File: src/rtl/vga_timing_pkg.sv
// Shared constants and elaboration-time helpers for the VGA raster timing generator.
package vga_timing_pkg;

    localparam int unsigned DEF_H_ACTIVE = 640;
    localparam int unsigned DEF_H_FRONT  = 16;
    localparam int unsigned DEF_H_SYNC   = 96;
    localparam int unsigned DEF_H_BACK   = 48;
    localparam int unsigned DEF_V_ACTIVE = 480;
    localparam int unsigned DEF_V_FRONT  = 10;
    localparam int unsigned DEF_V_SYNC   = 2;
    localparam int unsigned DEF_V_BACK   = 33;

    function automatic int unsigned clog2(input int unsigned value);
        int unsigned v;
        int unsigned r;
        v = (value > 0) ? value - 1 : 0;
        r = 0;
        while (v > 0) begin
            r++;
            v = v >> 1;
        end
        return r;
    endfunction

    function automatic int unsigned max_u(input int unsigned a, input int unsigned b);
        return (a > b) ? a : b;
    endfunction

    function automatic int unsigned axis_total(input int unsigned active, input int unsigned front,
                                               input int unsigned sync, input int unsigned back);
        return active + front + sync + back;
    endfunction

    function automatic int unsigned sync_start(input int unsigned active, input int unsigned front);
        return active + front;
    endfunction

    function automatic int unsigned sync_end(input int unsigned active, input int unsigned front,
                                             input int unsigned sync);
        return active + front + sync;
    endfunction

endpackage

File: src/rtl/vga_axis_counter.sv
// Wrapping 0..TOTAL-1 counter used for both raster axes; wrap flags the incrementing terminal count.
module vga_axis_counter #(
    parameter int unsigned TOTAL = 800,
    parameter int unsigned CW    = 10
) (
    input  logic          clk,
    input  logic          resetn,
    input  logic          inc,
    input  logic          clear,
    output logic [CW-1:0] cnt,
    output logic          wrap
);

    assign wrap = inc && (cnt == CW'(TOTAL - 1));

    always_ff @(posedge clk or negedge resetn) begin
        if (!resetn) begin
            cnt <= '0;
        end else if (clear) begin
            cnt <= '0;
        end else if (inc) begin
            cnt <= wrap ? '0 : cnt + CW'(1);
        end
    end

endmodule

File: src/rtl/vga_timing_gen.sv
// Parametrised VGA raster timing generator: pixel divider, h/v counters and a registered decode stage.
module vga_timing_gen
    import vga_timing_pkg::*;
#(
    parameter int unsigned H_ACTIVE = DEF_H_ACTIVE,
    parameter int unsigned H_FRONT  = DEF_H_FRONT,
    parameter int unsigned H_SYNC   = DEF_H_SYNC,
    parameter int unsigned H_BACK   = DEF_H_BACK,
    parameter int unsigned V_ACTIVE = DEF_V_ACTIVE,
    parameter int unsigned V_FRONT  = DEF_V_FRONT,
    parameter int unsigned V_SYNC   = DEF_V_SYNC,
    parameter int unsigned V_BACK   = DEF_V_BACK,
    parameter bit          HS_POL   = 1'b0,
    parameter bit          VS_POL   = 1'b0,
    parameter int unsigned PIX_DIV  = 1,
    localparam int unsigned H_TOTAL = axis_total(H_ACTIVE, H_FRONT, H_SYNC, H_BACK),
    localparam int unsigned V_TOTAL = axis_total(V_ACTIVE, V_FRONT, V_SYNC, V_BACK),
    localparam int unsigned CW      = clog2(max_u(H_TOTAL, V_TOTAL))
) (
    input  logic          clk,
    input  logic          resetn,
    input  logic          enable,
    input  logic          restart,
    output logic [CW-1:0] x,
    output logic [CW-1:0] y,
    output logic          de,
    output logic          blank_n,
    output logic          hsync,
    output logic          vsync,
    output logic          line_start,
    output logic          frame_start,
    output logic          pix_tick
);

    localparam int unsigned DW       = (PIX_DIV > 1) ? clog2(PIX_DIV) : 1;
    localparam int unsigned HS_START = sync_start(H_ACTIVE, H_FRONT);
    localparam int unsigned HS_END   = sync_end(H_ACTIVE, H_FRONT, H_SYNC);
    localparam int unsigned VS_START = sync_start(V_ACTIVE, V_FRONT);
    localparam int unsigned VS_END   = sync_end(V_ACTIVE, V_FRONT, V_SYNC);

    logic [DW-1:0] div;
    logic          tick;
    logic          h_wrap;
    logic [CW-1:0] h_cnt;
    logic [CW-1:0] v_cnt;
    int unsigned   h_u;
    int unsigned   v_u;
    logic          de_d;
    logic          hs_act;
    logic          vs_act;

    assign tick = enable && (div == DW'(PIX_DIV - 1));

    always_ff @(posedge clk or negedge resetn) begin
        if (!resetn) begin
            div <= '0;
        end else if (restart) begin
            div <= '0;
        end else if (enable) begin
            div <= tick ? '0 : div + DW'(1);
        end
    end

    vga_axis_counter #(.TOTAL(H_TOTAL), .CW(CW)) u_h_cnt (
        .clk    (clk),
        .resetn (resetn),
        .inc    (tick),
        .clear  (restart),
        .cnt    (h_cnt),
        .wrap   (h_wrap)
    );

    vga_axis_counter #(.TOTAL(V_TOTAL), .CW(CW)) u_v_cnt (
        .clk    (clk),
        .resetn (resetn),
        .inc    (h_wrap),
        .clear  (restart),
        .cnt    (v_cnt),
        .wrap   ()
    );

    // Compare in 32 bits so sync end values equal to a power-of-two total cannot alias.
    always_comb begin
        h_u    = 32'(h_cnt);
        v_u    = 32'(v_cnt);
        de_d   = (h_u < H_ACTIVE) && (v_u < V_ACTIVE);
        hs_act = (h_u >= HS_START) && (h_u < HS_END);
        vs_act = (v_u >= VS_START) && (v_u < VS_END);
    end

    always_ff @(posedge clk or negedge resetn) begin
        if (!resetn) begin
            x           <= '0;
            y           <= '0;
            de          <= 1'b0;
            hsync       <= ~HS_POL;
            vsync       <= ~VS_POL;
            line_start  <= 1'b0;
            frame_start <= 1'b0;
            pix_tick    <= 1'b0;
        end else if (restart) begin
            x           <= '0;
            y           <= '0;
            de          <= 1'b0;
            hsync       <= ~HS_POL;
            vsync       <= ~VS_POL;
            line_start  <= 1'b0;
            frame_start <= 1'b0;
            pix_tick    <= 1'b0;
        end else begin
            pix_tick    <= tick;
            line_start  <= 1'b0;
            frame_start <= 1'b0;
            if (tick) begin
                x           <= h_cnt;
                y           <= v_cnt;
                de          <= de_d;
                hsync       <= hs_act ? HS_POL : ~HS_POL;
                vsync       <= vs_act ? VS_POL : ~VS_POL;
                line_start  <= (h_cnt == '0);
                frame_start <= (h_cnt == '0) && (v_cnt == '0);
            end
        end
    end

    assign blank_n = de;

endmodule

File: config.mk
export PLATFORM = sky130hd
export DESIGN_NAME = vga_timing_gen
export DESIGN_NICKNAME = d
export VERILOG_FILES = /design/src/rtl/vga_timing_pkg.sv /design/src/rtl/vga_axis_counter.sv /design/src/rtl/vga_timing_gen.sv
export SDC_FILE = /design/constraint.sdc
export NUM_CORES = 1
export LEC_CHECK = 0
export ABC_CLOCK_PERIOD_IN_PS = 2910
export CAP_MARGIN = 20
export CORE_ASPECT_RATIO = 1.75
export CORE_MARGIN = 8
export CORE_UTILIZATION = 55
export CTS_BUF_LIST = sky130_fd_sc_hd__clkbuf_16
export CTS_CLUSTER_DIAMETER = 50
export CTS_CLUSTER_SIZE = 8
export DETAILED_ROUTE_END_ITERATION = 8
export GPL_ROUTABILITY_DRIVEN = 0
export HOLD_SLACK_MARGIN = 0.08
export PLACE_DENSITY = 0.81
export SLEW_MARGIN = 15
export SYNTH_ARGS = -nofsm -noshare
export SYNTH_HDL_FRONTEND = slang
export SYNTH_HIERARCHICAL = 1
export SYNTH_SLANG_ARGS = --single-unit
File: constraint.sdc
create_clock -name clk -period 2.91 [get_ports clk]
set_input_delay 0.291 -clock clk [delete_from_list [all_inputs] [get_ports clk]]
set_output_delay 0.291 -clock clk [all_outputs]
set_load 0.02 [all_outputs]
==> flow_summary.json <==
{
  "unrepaired_setup_endpoints_after_global_routing": "false",
  "die_x_um": 66.0,
  "regArea_mm2": 0.00118,
  "finalHoldViolCount": 0,
  "max_slew.worst_pin.slew_ns": 0.594,
  "slowest_delay_ns": 0.53,
  "min_delay_worst_endpoint": "y[3]",
  "internal-power_mw": 1.01,
  "timing.critical_path.arrival_ns": 2.69,
  "io_buffers": 30,
  "die_height_um": 104,
  "critical_path.n_buffers_inverters": 1,
  "yosysSeqAreaShare_pct": 48.9,
  "synth_top_cells_by_count": "nand2_1 (47), dfrtp_1 (45), a21oi_1 (32)",
  "clk_latency_ns": 0.28,
  "longest_clk_path_bufs": 2,
  "critical_path_required_ns": 3.12,
  "grt_antenna_before_repair": 0,
  "synthesis.area_per_instance_um2": 9.79,
  "outcome": "finished, final reports clean",
  "initial_core_util_pct": 55.7,
  "worstPathMaxFanout": 8,
  "synthesis.instances": 246,
  "starting_drt_drc_count": 126,
  "critical_path_cell_count": 6,
  "leakage_nw": 1.13,
  "grt_max_degree": 48,
  "yosys.cell_count.top_type": "nand2_1",
  "hold-path-cell-count": 2,
  "timing.setup.critical_path_class": "reg2reg",
  "postSynth.topFlopCell": "dfrtp_1",
  "cts_repair_resize_count": 0,
  "cts-htree-levels": 2,
  "report.final.slew_viol_count": 0,
  "num_antenna_cells": 0,
  "vias": 2021,
  "syn_nets": 253,
  "drive_above_1_share_pct": 10.4,
  "final_area_mm2": 0.00288,
  "maxSlewHeadroom_pct": 60.4,
  "grt_util_all_layers_pct": 17.9,
  "detail_route.wl_per_cell_um": 17.7,
  "io_pins": 31,
  "wirelength_um": 5830,
  "fmax_ghz": 0.402,
  "critical_path.reg2reg.startpoint": "u_h_cnt/cnt[0]",
  "wire_length_of_the_first_global_routing_pass_um": 9840,
  "syn-cell-area_mm2": 0.00241,
  "reg2reg_depth": 6,
  "setup_viol": 0,
  "p_clk_share_pct": 41.5,
  "grt_pass1_vias": 2044,
  "cts-buffers-inserted": 5,
  "timing.critical_path.to_type": "flop",
  "fp-row-count": 32,
  "fin_ws_ns": 0.422,
  "cp_cell_sequence": "ha_1 > inv_1 > nor4_4 > o211ai_1 > or4_1 > a21oi_1",
  "number_of_synthesized_flops_with_an_enable_pin": 0,
  "drc": 0,
  "timing.final.crit_share_pct": 85.5,
  "hold_start": "y[3]",
  "startpoint_type": "flop",
  "drt_pass1_iterations": 5,
  "holdWs_ns": 0.517,
  "net_total_in_the_final_layout": 285,
  "synth_cell_types": 50,
  "synth_top_area_share_pct": 46.8,
  "drv_cap": 0,
  "area_of_combinational_cells_with_multiple_inputs_mm2": 0.00109,
  "ant_nets": 0,
  "place_ws_ns": 0.327,
  "post-synth-top-area-cell": "dfrtp_1",
  "worst_ir_drop_vdd_v": 0.000419,
  "global_route.overflow_total": 0,
  "cellPowerDensity_mw_per_mm2": 461,
  "timing.final.crit_period_ns": 2.49,
  "cts-root-buf": "clkbuf_16",
  "reg2reg_slack_ns": 0.42,
  "power.combinational.fraction_pct": 7.5,
  "totalNegativeSetupSlack_ns": 0,
  "vias_per_cell": 6.12,
  "post-layout-total-power_mw": 1.33,
  "timing.hold.worst.class": "reg2reg",
  "ff_latch_count_synth": 47,
  "switching_share_pct": 23.6,
  "clkSlewWorstSetupHoldPaths_ns": 0.06,
  "ys_top_cells_by_area": "dfrtp_1 (47%), nand2_1 (7.3%), a21oi_1 (6.6%)",
  "synth_async_sr_flop_share_pct": 100,
  "crit_family": "simple AND/OR/NAND/NOR gates",
  "maximum_clock_skew_at_final_layout_ns": 0.00384,
  "place.detailed.hpwl_um": 4060,
  "cts_sinks": 47,
  "yosysWarningCount": 6,
  "power_frac_seq_pct": 51.0,
  "area.growth.synth_to_final_pct": 19.4,
  "fp.coreArea_mm2": 0.00432,
  "placement.cell_area_mm2": 0.00272,
  "worst_r2r_endpoint": "u_v_cnt/cnt[7]",
  "layout.filler_cells": 348,
  "tritoncts_clock_tree": "yes",
  "netSwitchingPower_mw": 0.314,
  "cp_slowest_cell": "nor4_4",
  "die_area_mm2": 0.00684
}
metrics by stage:
| step | utilization, % | cells |
|---|---|---|
| floorplan | - | 246 |
| global placement | 63.0 | 321 |
| detailed placement | 63.0 | 321 |
| CTS | 66.2 | 329 |
| global route | 66.5 | 330 |
| finish | 66.5 | 330 |
routing by layer:
metal	wire, um	vias to the layer above	share of wire (%)	GRT usage (%)
met2	3250	59	56	32.0
met1	2120	995	36	18.1
met5	0	-	0	0
met3	251	19	4.3	3.45
met4	208	0	3.6	10.6
li1	-	948	-	-
worst max-delay path by stage:
stage	startpoint	to	slack, ns
2_1_floorplan	div	u_v_cnt/cnt[9]	0.40
3_3_place_gp	enable	u_v_cnt/cnt[3]	0.41
3_5_place_dp	enable	u_v_cnt/cnt[6]	0.33
4_1_cts	u_h_cnt/cnt[0]	u_v_cnt/cnt[7]	0.43
5_1_grt	u_h_cnt/cnt[0]	u_v_cnt/cnt[2]	0.28
6_report	u_h_cnt/cnt[0]	u_v_cnt/cnt[7]	0.42
registers in the layout (all words and copies together) (netlist names):
signal	count
div	1
line_start	1
u_v_cnt/cnt	10
vsync	1
y	10
hsync	1
x	10
pix_tick	1
frame_start	1
u_h_cnt/cnt	10
blank_n	1
cell type report:
type | count | area share [%]
multi-input combinational | 175 | 38.0
inverter | 11 | 1.44
timing repair buffer | 38 | 12.5
tap | 51 | 2.22
clock buffer | 5 | 4.35
clock inverter | 3 | 0.522
sequential | 47 | 41.0
power groups by stage:
stage | clock network [mW] | registers (mW) | logic [mW]
after floorplan | 0 | 0.692 | 0.0502
after detailed placement | 0 | 0.688 | 0.0986
final | 0.551 | 0.676 | 0.0992
after CTS | 0.556 | 0.676 | 0.0991
after global placement | 0 | 0.688 | 0.0973
after global routing | 0.585 | 0.678 | 0.109
repair_timing:
action / 4_1_cts / 5_1_grt
hold endpoints to repair: 0 / 45
buffers inserted: 0 / 0
hold buffers: 0 / 1
cells in the final DEF, fill, tap and decap left out, types with 4 or more instances in the layout:
cell type and instances:
nand2_1 47, dfrtp_1 45, a21oi_1 32, clkdlybuf4s50_1 29, inv_1 11, buf_4 8
nor2_1 7, nor3_1 7, nand2b_1 6, o21ai_0 6, or3_1 6, nand4_1 5
clkbuf_16 5, xor2_1 5, o41ai_1 4, o31ai_1 4
worst min-delay path: stages (launching register included):
cell and delay, ns:
dfrtp_1 0.37, nand2_1 0.05, a21oi_1 0.05
cells by family (layout without fill, tap and decap cells):
family                   after synthesis  after routing  share of synthesized area (%)
flip-flops                            47             47                           48.9
AND/OR/NAND/NOR                      107            107                           25.7
adder cells (fa/ha/maj)                3              3                           1.56
AO/OA/AOI/OAI                         60             60                           16.3
buffers and inverters                 24             57                           5.71
XOR/XNOR                               5              5                           1.82
Power figures use the tool's default switching activity.
